===== src/rtl/sirv_reset_sequencer.sv =====
// Staged reset sequencer: waits for PLL lock (or a timeout), then releases the
// memory, peripheral and core reset domains in turn; re-sequences on SW/watchdog requests.
module sirv_reset_sequencer #(
  parameter int unsigned STAGE_DLY   = 16,
  parameter int unsigned PLL_TIMEOUT = 1024,
  parameter int unsigned SWRST_HOLD  = 32
) (
  input  logic       clock,
  input  logic       reset,
  input  logic       test_mode,
  input  logic       io_pll_lock,
  input  logic       io_sw_rst_req,
  input  logic       io_wdog_rst,
  output logic       io_mem_reset,
  output logic       io_periph_reset,
  output logic       io_core_reset,
  output logic       io_rst_done,
  output logic [1:0] io_rst_cause,
  output logic       io_pll_timeout
);

  typedef enum logic [2:0] {
    HOLD       = 3'd0,
    WAIT_PLL   = 3'd1,
    REL_MEM    = 3'd2,
    REL_PERIPH = 3'd3,
    REL_CORE   = 3'd4,
    RUN        = 3'd5,
    SWRST      = 3'd6
  } state_t;

  localparam logic [15:0] STAGE_LAST = 16'(STAGE_DLY - 1);
  localparam logic [15:0] PLL_LAST   = 16'(PLL_TIMEOUT - 1);
  localparam logic [15:0] SWRST_LAST = 16'(SWRST_HOLD - 1);

  localparam logic [1:0] CAUSE_POR  = 2'b00;
  localparam logic [1:0] CAUSE_SW   = 2'b01;
  localparam logic [1:0] CAUSE_WDOG = 2'b10;

  state_t      state_r;
  state_t      state_s;
  logic [15:0] cnt_r;
  logic        sync_r;
  logic        lock_s;
  logic        timeout_hit_s;

  logic        mem_r, periph_r, core_r, done_r, timeout_r;
  logic [1:0]  cause_r;
  logic        mem_s, periph_s, core_s, done_s, timeout_s;
  logic [1:0]  cause_s;

  // Two-flop synchronizer for the asynchronous PLL lock
  always_ff @(posedge clock) begin
    if (reset) begin
      sync_r <= 1'b0;
      lock_s <= 1'b0;
    end else begin
      sync_r <= io_pll_lock;
      lock_s <= sync_r;
    end
  end

  // State register and stage counter; the counter restarts on every state change
  always_ff @(posedge clock) begin
    if (reset) begin
      state_r <= HOLD;
      cnt_r   <= 16'd0;
    end else begin
      state_r <= state_s;
      if (state_s != state_r) begin
        cnt_r <= 16'd0;
      end else begin
        cnt_r <= cnt_r + 16'd1;
      end
    end
  end

  // Next-state logic
  always_comb begin
    state_s       = state_r;
    timeout_hit_s = 1'b0;
    case (state_r)
      HOLD: state_s = WAIT_PLL;
      WAIT_PLL: begin
        if (lock_s) begin
          state_s = REL_MEM;
        end else if (cnt_r == PLL_LAST) begin
          state_s       = REL_MEM;
          timeout_hit_s = 1'b1;
        end else begin
          state_s = WAIT_PLL;
        end
      end
      REL_MEM: begin
        if (cnt_r == STAGE_LAST) state_s = REL_PERIPH;
        else                     state_s = REL_MEM;
      end
      REL_PERIPH: begin
        if (cnt_r == STAGE_LAST) state_s = REL_CORE;
        else                     state_s = REL_PERIPH;
      end
      REL_CORE: state_s = RUN;
      RUN: begin
        if (io_wdog_rst || io_sw_rst_req) state_s = SWRST;
        else                              state_s = RUN;
      end
      SWRST: begin
        if (cnt_r == SWRST_LAST) state_s = REL_MEM;
        else                     state_s = SWRST;
      end
      default: state_s = HOLD;
    endcase
  end

  // Output values decoded from the upcoming state so they register on the transition edge
  always_comb begin
    mem_s     = 1'b1;
    periph_s  = 1'b1;
    core_s    = 1'b1;
    done_s    = 1'b0;
    timeout_s = timeout_r | timeout_hit_s;
    case (state_s)
      REL_MEM: begin
        mem_s = 1'b0;
      end
      REL_PERIPH: begin
        mem_s    = 1'b0;
        periph_s = 1'b0;
      end
      REL_CORE, RUN: begin
        mem_s    = 1'b0;
        periph_s = 1'b0;
        core_s   = 1'b0;
        done_s   = 1'b1;
      end
      default: begin
        mem_s    = 1'b1;
        periph_s = 1'b1;
        core_s   = 1'b1;
        done_s   = 1'b0;
      end
    endcase
    if ((state_r == RUN) && (state_s == SWRST)) begin
      cause_s = io_wdog_rst ? CAUSE_WDOG : CAUSE_SW;
    end else begin
      cause_s = cause_r;
    end
  end

  // Output registers
  always_ff @(posedge clock) begin
    if (reset) begin
      mem_r     <= 1'b1;
      periph_r  <= 1'b1;
      core_r    <= 1'b1;
      done_r    <= 1'b0;
      cause_r   <= CAUSE_POR;
      timeout_r <= 1'b0;
    end else begin
      mem_r     <= mem_s;
      periph_r  <= periph_s;
      core_r    <= core_s;
      done_r    <= done_s;
      cause_r   <= cause_s;
      timeout_r <= timeout_s;
    end
  end

  // Scan bypass hands the domain resets straight to the incoming reset
  assign io_mem_reset    = test_mode ? reset  : mem_r;
  assign io_periph_reset = test_mode ? reset  : periph_r;
  assign io_core_reset   = test_mode ? reset  : core_r;
  assign io_rst_done     = test_mode ? ~reset : done_r;
  assign io_rst_cause    = cause_r;
  assign io_pll_timeout  = timeout_r;

endmodule


===== config.mk =====
export PLATFORM = sky130hd
export DESIGN_NAME = sirv_reset_sequencer
export DESIGN_NICKNAME = d
export VERILOG_FILES = /design/src/rtl/sirv_reset_sequencer.sv
export SDC_FILE = /design/constraint.sdc
export NUM_CORES = 1
export LEC_CHECK = 0
export ABC_AREA = 0
export CAP_MARGIN = 0
export CORE_ASPECT_RATIO = 1.1
export CORE_MARGIN = 3
export CORE_UTILIZATION = 35
export DETAILED_ROUTE_END_ITERATION = 6
export GPL_TIMING_DRIVEN = 1
export SLEW_MARGIN = 0
export SYNTH_ARGS = -nofsm -noshare
export SYNTH_HDL_FRONTEND = slang
export SYNTH_SLANG_ARGS = --single-unit

===== constraint.sdc =====
create_clock -name clock -period 2.1 [get_ports clock]
set_input_delay 0.42 -clock clock [delete_from_list [all_inputs] [get_ports clock]]
set_output_delay 0.42 -clock clock [all_outputs]
set_load 0.03 [all_outputs]

* After elaboration in Yosys (flattened, before gate mapping) *
Index checks and enable logic that the tools add are counted.

cells by class
  equality and inequality tests = 15
  $add $sub $neg = 1
  reductions and logical operators = 7
  muxes and demuxes = 19
  bitwise operators = 2

operators by type and width
  operator               number
  $pmux 3 s7             1
  $eq 3x3->1 const B     6
  $add 16x1->16 const B  1
  $eq 16x10->1 const B   1
  $eq 16x4->1 const B    1
  $eq 16x5->1 const B    1
  $eq 3x2->1 const B     4
  $mux 1                 12
  $mux 2                 4
  $mux 3                 2
  $reduce_or 2->1        2
  $reduce_or 4->1        1
  $eq 3x1->1 const B     1
  $logic_not 3->1        1
  $ne 3x3->1             1
  $reduce_or 3->1        1
  $logic_and 1x1->1      1
  $logic_or 1x1->1       1
  $not 1->1              1
  $or 1x1->1             1

storage, ports and cells
  input port bits = 6
  output and inout bits = 7
  word-level logic and storage cells = 54
  flip-flop bits (word level) = 28

* Logic depth before layout (Yosys ltp) *
  word-level depth = 7
  mapped depth = 8

* Least setup slack after synthesis *
No wires, ideal clock.

  path kind = register to register
  from = reg cnt_r[0]
  to = reg mem_r
  cell stages (with the launch flop) = 9
  clock period less this slack = 1.748 ns
  buffers on the path = 2
  arrival time = 1.623 ns
  setup time = 0.125 ns
  setup slack = 0.352 ns
  cell sequence = dfxtp_1 ha_1 and4_1 buf_2 and3_1 buf_4 a41oi_2 a211oi_1 o31ai_2

on the way
  cells in the longest elaborated chain, start to end = 7

ends and longest elaborated chain
  what                                      RTL line  RTL
  start: declaration                        42        logic [15:0] cnt_r;
  start signal: assignment                  73        cnt_r <= cnt_r + 16'd1;
  $eq 16x10->1                              87        end else if (cnt_r == PLL_LAST) begin
  $mux 2                                    87
  $mux 2                                    85        if (lock_s) begin
  $pmux 3 s7 (*)                            82        case (state_r)
  $eq 3x3->1 or $eq 3x2->1 (tied branches)  122       case (state_s)
  $reduce_or 4->1 (no line) (*)             n/a
  $mux 1 (*)                                122
  end signal: assignment                    160       mem_r <= mem_s;
  end: declaration                          47        logic mem_r, periph_r, core_r, done_r, timeout_r;

Mark *: on every way between the ends. The rest lies on a longest branch, timed or not.
A chain may end at the register's enable or synchronous reset.

* Worst setup path after layout *
  from = in reset
  to = out io_periph_reset

on the way
  cells in the longest elaborated chain, start to end = 1

ends and longest elaborated chain
  what                RTL line  RTL
  start: declaration  9         input logic reset,
  $mux 1              171       assign io_periph_reset = test_mode ? reset : periph_r;
  end: declaration    15        output logic io_periph_reset,

No other way between the ends.

==> impl_metrics.json <==
{
  "status": "completed",
  "gp_congestion": 0.8034,
  "synth_edf_count": 0,
  "drv_cap": 0,
  "insertion_delay_ps": 270,
  "routed_via_density": 5.081,
  "required_ps": 1680,
  "clock_power_share": 0.361,
  "hold_buffers": 0,
  "fin_ws_ps": 161.6,
  "path_clk_slew_ps": 100,
  "slowest_delay_ps": 680,
  "syn_inst": 153,
  "synth_area_leaders": "dfxtp_1 (38%), nor3_2 (6.1%), xor2_1 (6.0%)",
  "finalCritPeriodShare": 0.9231,
  "dr_total_vias": 1128,
  "relSlewSlack": 0.7248,
  "worst-path-buf-inv": 2,
  "cts_tree": "done",
  "p_switching_mw": 0.2935,
  "p_leak_nw": 0.6382,
  "end_kind": "primary output",
  "final_cell_mix": "dfxtp_1 (28), buf_4 (13), xor2_1 (10), nor3_2 (9)",
  "ant_nets": 0,
  "hp-class": "register to register",
  "yosysWarnings": 0,
  "synth_cell_types": 48,
  "cts_sinks": 28,
  "p_sw_frac": 0.2490,
  "crit_arrival_ps": 1520,
  "ys_seq_elements": 28,
  "dpl_cell_area_sq_mm": 0.001655,
  "routedWlPerCell_um": 12.55,
  "fill_cells": 376,
  "grt_pass1_wl_um": 4871,
  "p_int_mw": 0.8855,
  "fp.dieW_um": 67.82,
  "dp_hpwl_um": 2013,
  "p_per_area_mw_per_mm2": 679.4,
  "drive_gt1_frac": 0.2294,
  "crit_path_cell_trace": "clkdlybuf4s50_1 > nand2_1 > o21ai_0 > buf_4",
  "netlist_area_sq_mm": 0.001471,
  "timing_hold_violations_final": 0,
  "first_pass_iters": 4,
  "avgSynthCellArea_sq_um": 9.617,
  "clock_path_buffers": 2,
  "worst_pin_slew_ps": 411.3,
  "grt_max_degree": 17,
  "regArea_sq_um": 560.5,
  "h-tree-depth": 1,
  "first_iter_violations": 61,
  "ff2ff_setup_slack_ps": 320,
  "post-route-min-period_ps": 1938,
  "die_height_um": 74.01,
  "drc_errors": 0,
  "grt_use_total": 0.1228,
  "final_core_util": 0.4345,
  "place_ws_ps": 14.48,
  "diodes": 0,
  "syn_to_final_growth_pct": 17.94,
  "setup_viol": 0,
  "dieArea_sq_mm": 0.005019,
  "p_seq_frac": 0.481,
  "synth_fp_nets": 160,
  "report.final.slew_viol_count": 0,
  "slowest_stage": "clkdlybuf4s50_1",
  "grt_pass1_vias": 1130,
  "multiInputGateArea_sq_um": 834.6,
  "yosysSeqAreaShare": 0.3810,
  "fin_skew_ps": 2.884,
  "io_pins": 13,
  "grt_setup_unrepaired": "no",
  "path_class": "input port to primary output",
  "tns_ps": 0,
  "async_flop_share": 0,
  "fin_nets": 178,
  "crit_family": "buffers and inverters",
  "io_buffers": 12,
  "worst_hold_slack_ps": 449.2,
  "final_common_cell": "dfxtp_1",
  "antenna_found_initial": 0,
  "design.core.area_sq_mm": 0.003994,
  "start_util": 0.3684,
  "p_comb_frac": 0.158,
  "clockRootBuffer": "clkbuf_8",
  "synthFlopType": "dfxtp_1",
  "cts_made_buffers": 3,
  "drt_wl_total_um": 2786,
  "peakVddDrop_uv": 315.3,
  "final_area_sq_mm": 0.001735,
  "fmax_mhz": 515.9,
  "cp-start-kind": "input port",
  "rows": 24,
  "synth_top_area_share": 0.3810,
  "grt_overflow": 0,
  "synth_largest_area_cell": "dfxtp_1",
  "crit_fanout": 7
}
[Yosys cell counts (all sizes together) (2+ instances only)]
cell	count
a21o	2
nor3b	2
nand2	8
nor2b	4
o21ai	4
nor3	18
dfxtp	28
and4	3
nand3	7
nor2	7
a21oi	4
and2	3
nor4	2
buf	7
a31o	2
and3	4
xor2	10
mux2i	2
a31oi	3
inv	7
xnor2	4
nand4	6
[path summary, 6_finish.rpt]
check / start / to / depth (start not counted)
min: sync_r$_SDFF_PP0_ / lock_s$_SDFF_PP0_ / 1
max: reset / io_periph_reset / 4
min reg2reg: sync_r$_SDFF_PP0_ / lock_s$_SDFF_PP0_ / 1
max reg2reg: cnt_r[0]$_SDFF_PP0_ / mem_r$_SDFF_PP1_ / 6
[layout make-up]
class,instances,area share
inverter,7,0.01514
clock inverter,1,0.01730
clock buffer,3,0.02379
timing repair buffer,21,0.1024
tap,52,0.03749
multi-input combinational,110,0.4809
sequential,28,0.3230
[metrics by stage]
stage	cells	total power, mW
2_1_floorplan	153	0.7061
3_3_place_gp	218	0.7599
3_5_place_dp	218	0.7618
4_1_cts	222	1.184
5_1_grt	222	1.238
6_report	222	1.179
[state kept, by name, summed over array words and instances, names as in the netlist]
register        flops
periph_r            1
lock_s              1
io_pll_timeout      1
core_r              1
mem_r               1
sync_r              1
io_rst_cause        2
cnt_r              16
done_r              1
state_r             3
[power groups by stage]
stage	clock network [mW]	registers, mW	logic (mW)
detailed placement	0	0.579	0.182
CTS	0.434	0.567	0.183
finish	0.425	0.567	0.187
floorplan	0	0.575	0.131
global route	0.457	0.572	0.209
global placement	0	0.580	0.180
[timing repair]
action	in CTS	in global routing
gates resized for setup	0	1
setup buffers	0	0
endpoints found under the setup margin	0	1
[routing by layer]
layer	vias to the layer above	routed length, um	GRT usage
li1	590	-	-
met1	521	1356	0.1558
met4	0	20	0.03311
met3	2	114	0.02266
met2	15	1295	0.2130
met5	-	0	0
[cell families (layout without fill, tap and decap cells)]
| kind of cell | count (synthesis) | in the layout | synth area share |
|---|---|---|---|
| AO/OA/AOI/OAI | 25 | 25 | 0.1386 |
| adder cells (fa/ha/maj) | 1 | 1 | 0.008502 |
| XOR/XNOR | 14 | 14 | 0.08333 |
| AND/OR/NAND/NOR | 68 | 68 | 0.3172 |
| buffers and inverters | 15 | 32 | 0.05782 |
| multiplexers | 2 | 2 | 0.01361 |
| flip-flops | 28 | 28 | 0.3810 |
No activity file was read; power rests on OpenSTA's default activity.
